$ cat config.mk
export PLATFORM = sky130hd
export DESIGN_NAME = alu_seq_driver_flat
export DESIGN_NICKNAME = d
export VERILOG_FILES = /design/src/rtl/alu_seq_driver_if.sv /design/src/rtl/alu_seq_driver.sv /design/src/flat_wrapper.sv
export SDC_FILE = /design/constraint.sdc
export NUM_CORES = 1
export LEC_CHECK = 0
export BUFFER_PORTS_ARGS = -buffer_cell sky130_fd_sc_hd__buf_2
export CAP_MARGIN = 10
export CORE_ASPECT_RATIO = 0.75
export CORE_UTILIZATION = 45
export CTS_CLUSTER_DIAMETER = 200
export DETAILED_ROUTE_END_ITERATION = 10
export GPL_TIMING_DRIVEN = 0
export PLACE_DENSITY = 0.67
export SYNTH_ARGS = -nofsm -noshare
export SYNTH_HDL_FRONTEND = slang
export SYNTH_SLANG_ARGS = --single-unit
$ cat constraint.sdc
create_clock -name clk -period 4.45 [get_ports clk]
set_input_delay 1.335 -clock clk [delete_from_list [all_inputs] [get_ports clk]]
set_output_delay 1.335 -clock clk [all_outputs]
set_load 0.005 [all_outputs]
$ cat src/rtl/alu_seq_driver_if.sv
// Control bus between the sequence driver and the regfile/ALU datapath.
// The driver is master; the datapath returns port-A read data.
interface alu_seq_driver_if #(
    parameter int ADDR_W = 4,
    parameter int DATA_W = 16,
    parameter int OP_W   = 8
);
    logic              reg_reset;
    logic              write_enable;
    logic [ADDR_W-1:0] write_select;
    logic [ADDR_W-1:0] regA;
    logic [ADDR_W-1:0] regB;
    logic [OP_W-1:0]   op;
    logic              reg_imm;
    logic [DATA_W-1:0] imm;
    logic [DATA_W-1:0] rd_data;

    modport master (
        output reg_reset, write_enable, write_select,
        output regA, regB, op, reg_imm, imm,
        input  rd_data
    );

    modport slave (
        input  reg_reset, write_enable, write_select,
        input  regA, regB, op, reg_imm, imm,
        output rd_data
    );
endinterface

$ cat src/rtl/alu_seq_driver.sv
// Fills every register with a Fibonacci or arithmetic sequence through the
// ALU, then reads each back against a two-entry running model.
module alu_seq_driver #(
    parameter int              NUM_REGS = 16,
    parameter int              ADDR_W   = 4,
    parameter int              DATA_W   = 16,
    parameter int              OP_W     = 8,
    parameter logic [OP_W-1:0] OP_NOP   = 8'h00,
    parameter logic [OP_W-1:0] OP_ADD   = 8'h05,
    parameter logic [OP_W-1:0] OP_ADDI  = 8'h50
) (
    input  logic              clk,
    input  logic              reset,
    input  logic              start,
    input  logic              mode,
    input  logic [DATA_W-1:0] seed0,
    input  logic [DATA_W-1:0] seed1,
    alu_seq_driver_if.master  bus,
    output logic              busy,
    output logic              done,
    output logic              pass,
    output logic [ADDR_W-1:0] fail_index
);

    typedef enum logic [2:0] {
        S_IDLE, S_CLEAR, S_SEED0, S_SEED1, S_COMPUTE, S_CHECK, S_DONE
    } state_t;

    localparam logic [ADDR_W-1:0] K_LAST = ADDR_W'(NUM_REGS - 1);

    state_t            state, state_nxt;
    logic [ADDR_W-1:0] k;
    logic              mode_q;
    logic [DATA_W-1:0] seed0_q, seed1_q;
    logic [DATA_W-1:0] hist0, hist1, expected;
    logic              take_start;

    assign take_start = start && (state == S_IDLE || state == S_DONE);
    assign done       = (state == S_DONE);

    always_ff @(posedge clk) begin
        if (reset) state <= S_IDLE;
        else       state <= state_nxt;
    end

    always_comb begin
        state_nxt = state;
        case (state)
            S_IDLE:    if (start) state_nxt = S_CLEAR;
            S_CLEAR:   state_nxt = S_SEED0;
            S_SEED0:   state_nxt = S_SEED1;
            S_SEED1:   state_nxt = S_COMPUTE;
            S_COMPUTE: if (k == K_LAST) state_nxt = S_CHECK;
            S_CHECK:   if (k == K_LAST) state_nxt = S_DONE;
            S_DONE:    if (start) state_nxt = S_CLEAR;
            default:   state_nxt = S_IDLE;
        endcase
    end

    // hist0/hist1 hold E[k-2]/E[k-1] as CHECK walks upward
    always_comb begin
        if (k == '0)                 expected = seed0_q;
        else if (k == ADDR_W'(1))    expected = seed1_q;
        else if (mode_q)             expected = hist1 + seed1_q;
        else                         expected = hist0 + hist1;
    end

    always_ff @(posedge clk) begin
        if (reset) begin
            k          <= '0;
            mode_q     <= 1'b0;
            seed0_q    <= '0;
            seed1_q    <= '0;
            hist0      <= '0;
            hist1      <= '0;
            pass       <= 1'b0;
            fail_index <= '0;
        end else begin
            if (take_start) begin
                mode_q     <= mode;
                seed0_q    <= seed0;
                seed1_q    <= seed1;
                pass       <= 1'b1;
                fail_index <= '0;
            end
            case (state)
                S_SEED1:   k <= ADDR_W'(2);
                S_COMPUTE: k <= (k == K_LAST) ? '0 : k + 1'b1;
                S_CHECK: begin
                    k     <= k + 1'b1;
                    hist0 <= hist1;
                    hist1 <= expected;
                    if (pass && bus.rd_data != expected) begin
                        pass       <= 1'b0;
                        fail_index <= k;
                    end
                end
                default:   k <= '0;
            endcase
        end
    end

    always_comb begin
        bus.reg_reset    = 1'b0;
        bus.write_enable = 1'b0;
        bus.write_select = '0;
        bus.regA         = '0;
        bus.regB         = '0;
        bus.op           = OP_NOP;
        bus.reg_imm      = 1'b0;
        bus.imm          = '0;
        busy             = 1'b1;
        case (state)
            S_CLEAR: bus.reg_reset = 1'b1;
            S_SEED0: begin
                bus.op           = OP_ADDI;
                bus.reg_imm      = 1'b1;
                bus.imm          = seed0_q;
                bus.write_enable = 1'b1;
            end
            S_SEED1: begin
                bus.op           = OP_ADDI;
                bus.reg_imm      = 1'b1;
                bus.imm          = seed1_q;
                bus.regA         = ADDR_W'(1);
                bus.write_select = ADDR_W'(1);
                bus.write_enable = 1'b1;
            end
            S_COMPUTE: begin
                bus.op           = OP_ADD;
                bus.write_enable = 1'b1;
                bus.write_select = k;
                bus.regA = mode_q ? k - ADDR_W'(1) : k - ADDR_W'(2);
                bus.regB = mode_q ? ADDR_W'(1) : k - ADDR_W'(1);
            end
            S_CHECK:  bus.regA = k;
            default:  busy = 1'b0;
        endcase
    end

endmodule
$ cat src/flat_wrapper.sv
// flat-port wrapper written by rule: the top's interface ports become plain ports
module alu_seq_driver_flat 
#(
    parameter int              NUM_REGS = 16,
    parameter int              ADDR_W   = 4,
    parameter int              DATA_W   = 16,
    parameter int              OP_W     = 8,
    parameter logic [OP_W-1:0] OP_NOP   = 8'h00,
    parameter logic [OP_W-1:0] OP_ADD   = 8'h05,
    parameter logic [OP_W-1:0] OP_ADDI  = 8'h50
)
  (clk, reset, start, mode, seed0, seed1, busy, done, pass, fail_index, bus_reg_reset, bus_write_enable, bus_write_select, bus_regA, bus_regB, bus_op, bus_reg_imm, bus_imm, bus_rd_data);
  alu_seq_driver_if #(.ADDR_W(ADDR_W), .DATA_W(DATA_W), .OP_W(OP_W)) bus_i ();
  input  logic clk;
  input  logic reset;
  input  logic start;
  input  logic mode;
  input  logic [DATA_W-1:0] seed0;
  input  logic [DATA_W-1:0] seed1;
  output logic busy;
  output logic done;
  output logic pass;
  output logic [ADDR_W-1:0] fail_index;
  output wire logic [$bits(bus_i.reg_reset)-1:0] bus_reg_reset;
  output wire logic [$bits(bus_i.write_enable)-1:0] bus_write_enable;
  output wire logic [$bits(bus_i.write_select)-1:0] bus_write_select;
  output wire logic [$bits(bus_i.regA)-1:0] bus_regA;
  output wire logic [$bits(bus_i.regB)-1:0] bus_regB;
  output wire logic [$bits(bus_i.op)-1:0] bus_op;
  output wire logic [$bits(bus_i.reg_imm)-1:0] bus_reg_imm;
  output wire logic [$bits(bus_i.imm)-1:0] bus_imm;
  input wire logic [$bits(bus_i.rd_data)-1:0] bus_rd_data;
  assign bus_reg_reset = bus_i.reg_reset;
  assign bus_write_enable = bus_i.write_enable;
  assign bus_write_select = bus_i.write_select;
  assign bus_regA = bus_i.regA;
  assign bus_regB = bus_i.regB;
  assign bus_op = bus_i.op;
  assign bus_reg_imm = bus_i.reg_imm;
  assign bus_imm = bus_i.imm;
  assign bus_i.rd_data = bus_rd_data;
  alu_seq_driver #(.NUM_REGS(NUM_REGS), .ADDR_W(ADDR_W), .DATA_W(DATA_W), .OP_W(OP_W), .OP_NOP(OP_NOP), .OP_ADD(OP_ADD), .OP_ADDI(OP_ADDI)) u_core (.clk(clk), .reset(reset), .start(start), .mode(mode), .seed0(seed0), .seed1(seed1), .bus(bus_i), .busy(busy), .done(done), .pass(pass), .fail_index(fail_index));
endmodule
==> summary.txt <==
Outcome
  • Result of the run: complete, no violations

Logic synthesis
  • Share of synthesized area spent on multiplexers: 8.51%
  • Synthesized-area fraction occupied by adder cells: between 5 and 6%
  • Syn avg cell area: roughly 7.5 um^2
  • Number of synthesized flops with an enable pin: 0
  • Yosys reg bits: between 70 and 80
  • Primary FF master, synth: sky130_fd_sc_hd__dfxtp_1
  • Distinct cell type count of the synthesized netlist: 65
  • Simple-gate portion of the synthesized area: 23.5%
  • Yosys warnings: 0
  • Post-synthesis sequential area ratio: just over 30%
  • Top cell type's share of synthesized area: a little under a third
  • Cell type with the largest total area after synthesis: sky130_fd_sc_hd__dfxtp_1
  • Compound-cell area share of the yosys netlist: about a fifth
  • Synthesized instance count: 669
  • Fraction of synthesis flops using an asynchronous set or reset pin: 0%
  • Leading cell types by total area after synthesis: sky130_fd_sc_hd__dfxtp_1 31%, sky130_fd_sc_hd__nand2_1 9.7%, sky130_fd_sc_hd__a21oi_1 8.7%
  • Combinational family with the most area after synthesis: simple AND/OR/NAND/NOR gates
  • Fraction of synthesized cell area in xor and xnor cells: 5.90%
  • Netlist area before placement: 5040 um^2

Final layout
  • Sequential cell area: 1540 um^2
  • Fill cell total of the finished layout: approximately 1,000
  • Cell Count, Final, Fillers Out: 918
  • Utilization after layout: 55.0%
  • Final net count: 849
  • Diodes inserted: 0
  • Area of the multi-input gates: roughly 3200 um^2
  • Synth-to-Final Area Change: 18.9%
  • Proportion of layout cells with a drive suffix above 1: 20.1%

Placed design
  • Cell count after placement: 904
  • Sum of net half-perimeters after detailed placement: around 13,000 um
  • Number of buffers added on ports: a little over 90
  • Routability congestion estimate: roughly 1

Power and ir drop
  • Power per cell area: approximately 300 nW/um^2
  • Internal cell power: between 1 and 1.5 mW
  • Net switching fraction of the power: 28.2%
  • Combinational group share of total power: 16.4%
  • Worst supply voltage drop on vdd: about 0.00021 V
  • Switch Pwr: approximately 0.51 mW
  • Sequential cell fraction of total power: 42.0%
  • PnR Total Power: roughly 1.8 mW
  • Clock network power share: 41.5%
  • Leakage: approximately 2.5 nW

Clock network
  • Root Driver: sky130_fd_sc_hd__clkbuf_16
  • Hold buffers post-CTS: 0
  • Number of CTS-inserted buffers: 9
  • Post CTS Setup Buffer Count: 0
  • Worst-skew pair later-pin latency: between 300 and 400 ps
  • Number of buffers on the longest clock path: 2
  • # H-tree levels: 3
  • Sinks on the clock net: slightly below 80
  • Clock tree from TritonCTS: yes
  • Clock-pin slew on the worst setup and hold paths: ~60 ps

GRT
  • Pin count of the biggest net entering global routing: 13
  • Global-route wire length before repair: about 26,000 um
  • Global-route congestion overflow total: 0
  • Number of antenna violations at the first check in global routing: 0
  • Via count of the first global-routing pass: 4,711
  • All-Layer GR Usage: approximately 29%

Timing
  • Max Fclk: between 200 and 250 MHz
  • Number of hold-slack violations in the final timing report: 0
  • Max-slew violation count: 0
  • Pin slew with the least headroom to its limit: between 800 and 900 ps
  • Summed negative setup slack over all endpoints: 0 ps
  • Final critical-path share of the clock period: between 90% and 100%
  • Final setup vio count: 0
  • Worst clock skew: between 3 and 4 ps
  • Worst hold slack after final layout: roughly 450 ps
  • Period minus WS final: approximately 4300 ps
  • Worst relative slew slack: 43.2%
  • Setup repair after global routing missed its margin: false

Worst setup path
  • Capture point of the worst reg-to-reg path: u_core.fail_index[3]
  • Crit Reg-Reg Startpoint: u_core.mode_q
  • Worst Path Max Fanout: 10
  • Path depth of the worst reg2reg path: 13
  • Element type at the critical path start: flip-flop
  • Kind of capture point of the worst setup path: flip-flop
  • Worst reg-to-reg setup slack: 190 ps
  • CP endpoint: u_core.fail_index[3]
  • Signal arrival time at the worst endpoint: roughly 4500 ps
  • Crit. Startpoint: u_core.mode_q
  • Data required time of the worst path: between 4000 and 5000 ps
  • Worst setup path class: reg2reg

Routing
  • DRC violations left: 0
  • Router iterations before antenna repair: 5
  • Total via count in the routed design: 5,261
  • Antenna Violating Nets Remaining: 0
  • Detailed-route vias per instance: around 5.7
  • Post-Route WL: between 15,000 and 20,000 um
  • DRC marker count from the first detailed-route iteration: approximately 480
  • Wire length per cell: approximately 18 um

Run
  • Max_cap viols: 0

Floorplan
  • Die span in y: between 90 and 100 um
  • I/O pin count: just under 100
  • Die outline area: between 10,000 and 15,000 um^2
  • Initial core utilization: roughly 46%
  • Row Count: 33
  • Die span in x: about 120 um
  • Core area: around 11,000 um^2

Worst hold path
  • Type of the tightest min-delay check: reg2reg
[registers in the layout, indices dropped and copies added (netlist names)]
signal	count
u_core.fail_index	4
u_core.hist0	16
u_core.hist1	16
u_core.mode_q	1
u_core.seed0_q	16
u_core.seed1_q	16
u_core.pass	1
u_core.state	3
u_core.k	4
[synth_stat cells, types with 4 or more instances]
library cell	n
sky130_fd_sc_hd__nor3b_1	4
sky130_fd_sc_hd__a21oi_1	88
sky130_fd_sc_hd__nand3b_1	4
sky130_fd_sc_hd__mux2i_1	26
sky130_fd_sc_hd__ha_1	22
sky130_fd_sc_hd__buf_4	9
sky130_fd_sc_hd__clkbuf_1	34
sky130_fd_sc_hd__mux2_2	15
sky130_fd_sc_hd__nand2b_1	11
sky130_fd_sc_hd__xnor2_1	24
sky130_fd_sc_hd__a21o_1	5
sky130_fd_sc_hd__inv_1	20
sky130_fd_sc_hd__and3_1	6
sky130_fd_sc_hd__o21ai_0	17
sky130_fd_sc_hd__nand3_1	4
sky130_fd_sc_hd__nand4_1	4
sky130_fd_sc_hd__xor2_1	10
sky130_fd_sc_hd__nand2_1	131
sky130_fd_sc_hd__nor3_1	16
sky130_fd_sc_hd__nor2_1	62
sky130_fd_sc_hd__dfxtp_1	77
sky130_fd_sc_hd__a211oi_1	9
[repair_timing]
action / CTS / global route
setup endpoints to repair: 5 / 5
gates cloned: 0 / 0
resized for setup: 1 / 3
[cell families after synthesis]
logic type	count (synthesis)
AO/OA/AOI/OAI	159
XOR/XNOR	34
adder cells (fa/ha/maj)	23
buffers and inverters	71
flip-flops	77
multiplexers	41
other	1
AND/OR/NAND/NOR	263
[through the flow]
step	cell area (um^2)	setup slack, ps
2_1_floorplan	5060	718
3_3_place_gp	5690	-219
3_5_place_dp	5690	-296
4_1_cts	5990	32.6
5_1_grt	6000	6.50
6_report	6000	191
[power groups by stage]
stage                     Clock [mW]  Combinational (mW)  Sequential, mW
final                          0.749               0.296           0.758
after global routing           0.793               0.324           0.760
after CTS                      0.758               0.290           0.756
after detailed placement           0               0.291           0.769
after global placement             0               0.288           0.768
after floorplan                    0               0.195           0.751
[routing by layer]
layer  wire length (um)  global-route usage (%)  part of all wire, %  up-vias
li1                   -                       -                    -     2504
met1               7740                    39.9                   47     2504
met2               6930                    43.0                   42      229
met3               1520                    7.23                  9.2       24
met4                309                    9.54                  1.9        0
met5                  0                       0                    0        -
[critical path, stage by stage (launching register included)]
cell and delay, ps:
sky130_fd_sc_hd__dfxtp_2 480, sky130_fd_sc_hd__buf_2 330, sky130_fd_sc_hd__mux2_2 380, sky130_fd_sc_hd__ha_1 340, sky130_fd_sc_hd__a21oi_1 280, sky130_fd_sc_hd__o21ai_0 200
sky130_fd_sc_hd__a221oi_2 360, sky130_fd_sc_hd__o221ai_1 170, sky130_fd_sc_hd__xnor2_1 210, sky130_fd_sc_hd__o2111ai_1 210, sky130_fd_sc_hd__o41ai_1 130, sky130_fd_sc_hd__a2111oi_1 510
sky130_fd_sc_hd__a31oi_2 310, sky130_fd_sc_hd__mux2i_1 260
[cells in the final DEF (no fill, tap or decap), drive strengths merged, types with 4 or more instances in the layout]
cell    count
a21o        5
a211oi      9
nor3b       4
ha         22
or3b        4
a21oi      90
inv        20
o21ai      18
nor2       63
xnor2      24
a31oi       4
dfxtp      77
clkbuf     44
nor3       19
xor2       10
nand3b      4
mux2       15
conb        4
nand4       4
mux2i      26
buf       109
nand3       4
nand2b     11
and3        6
nand2     132
[layout make-up]
type	count	share of cell area, %
plain buffers	50	4.03
clock buffers	11	4.21
clock inverters	4	0.793
inverters	20	1.25
multi-input cells	524	53.4
flip-flops and latches	77	25.7
well taps	140	2.92
repair buffers	92	7.68
[how the worst min path moves through the flow]
stage                    startpoint         endpoint  slack (ps)  depth (start not counted)
CTS                 u_core.hist0[0]  u_core.hist0[0]         450                          2
global route        u_core.hist0[0]  u_core.hist0[0]         470                          2
floorplan           u_core.hist0[0]  u_core.hist0[0]         430                          2
detailed placement  u_core.hist0[0]  u_core.hist0[0]         450                          2
finish              u_core.hist0[0]  u_core.hist0[0]         450                          2
global placement    u_core.hist0[1]  u_core.hist0[1]         440                          2
No activity file was read; power rests on OpenSTA's default activity.
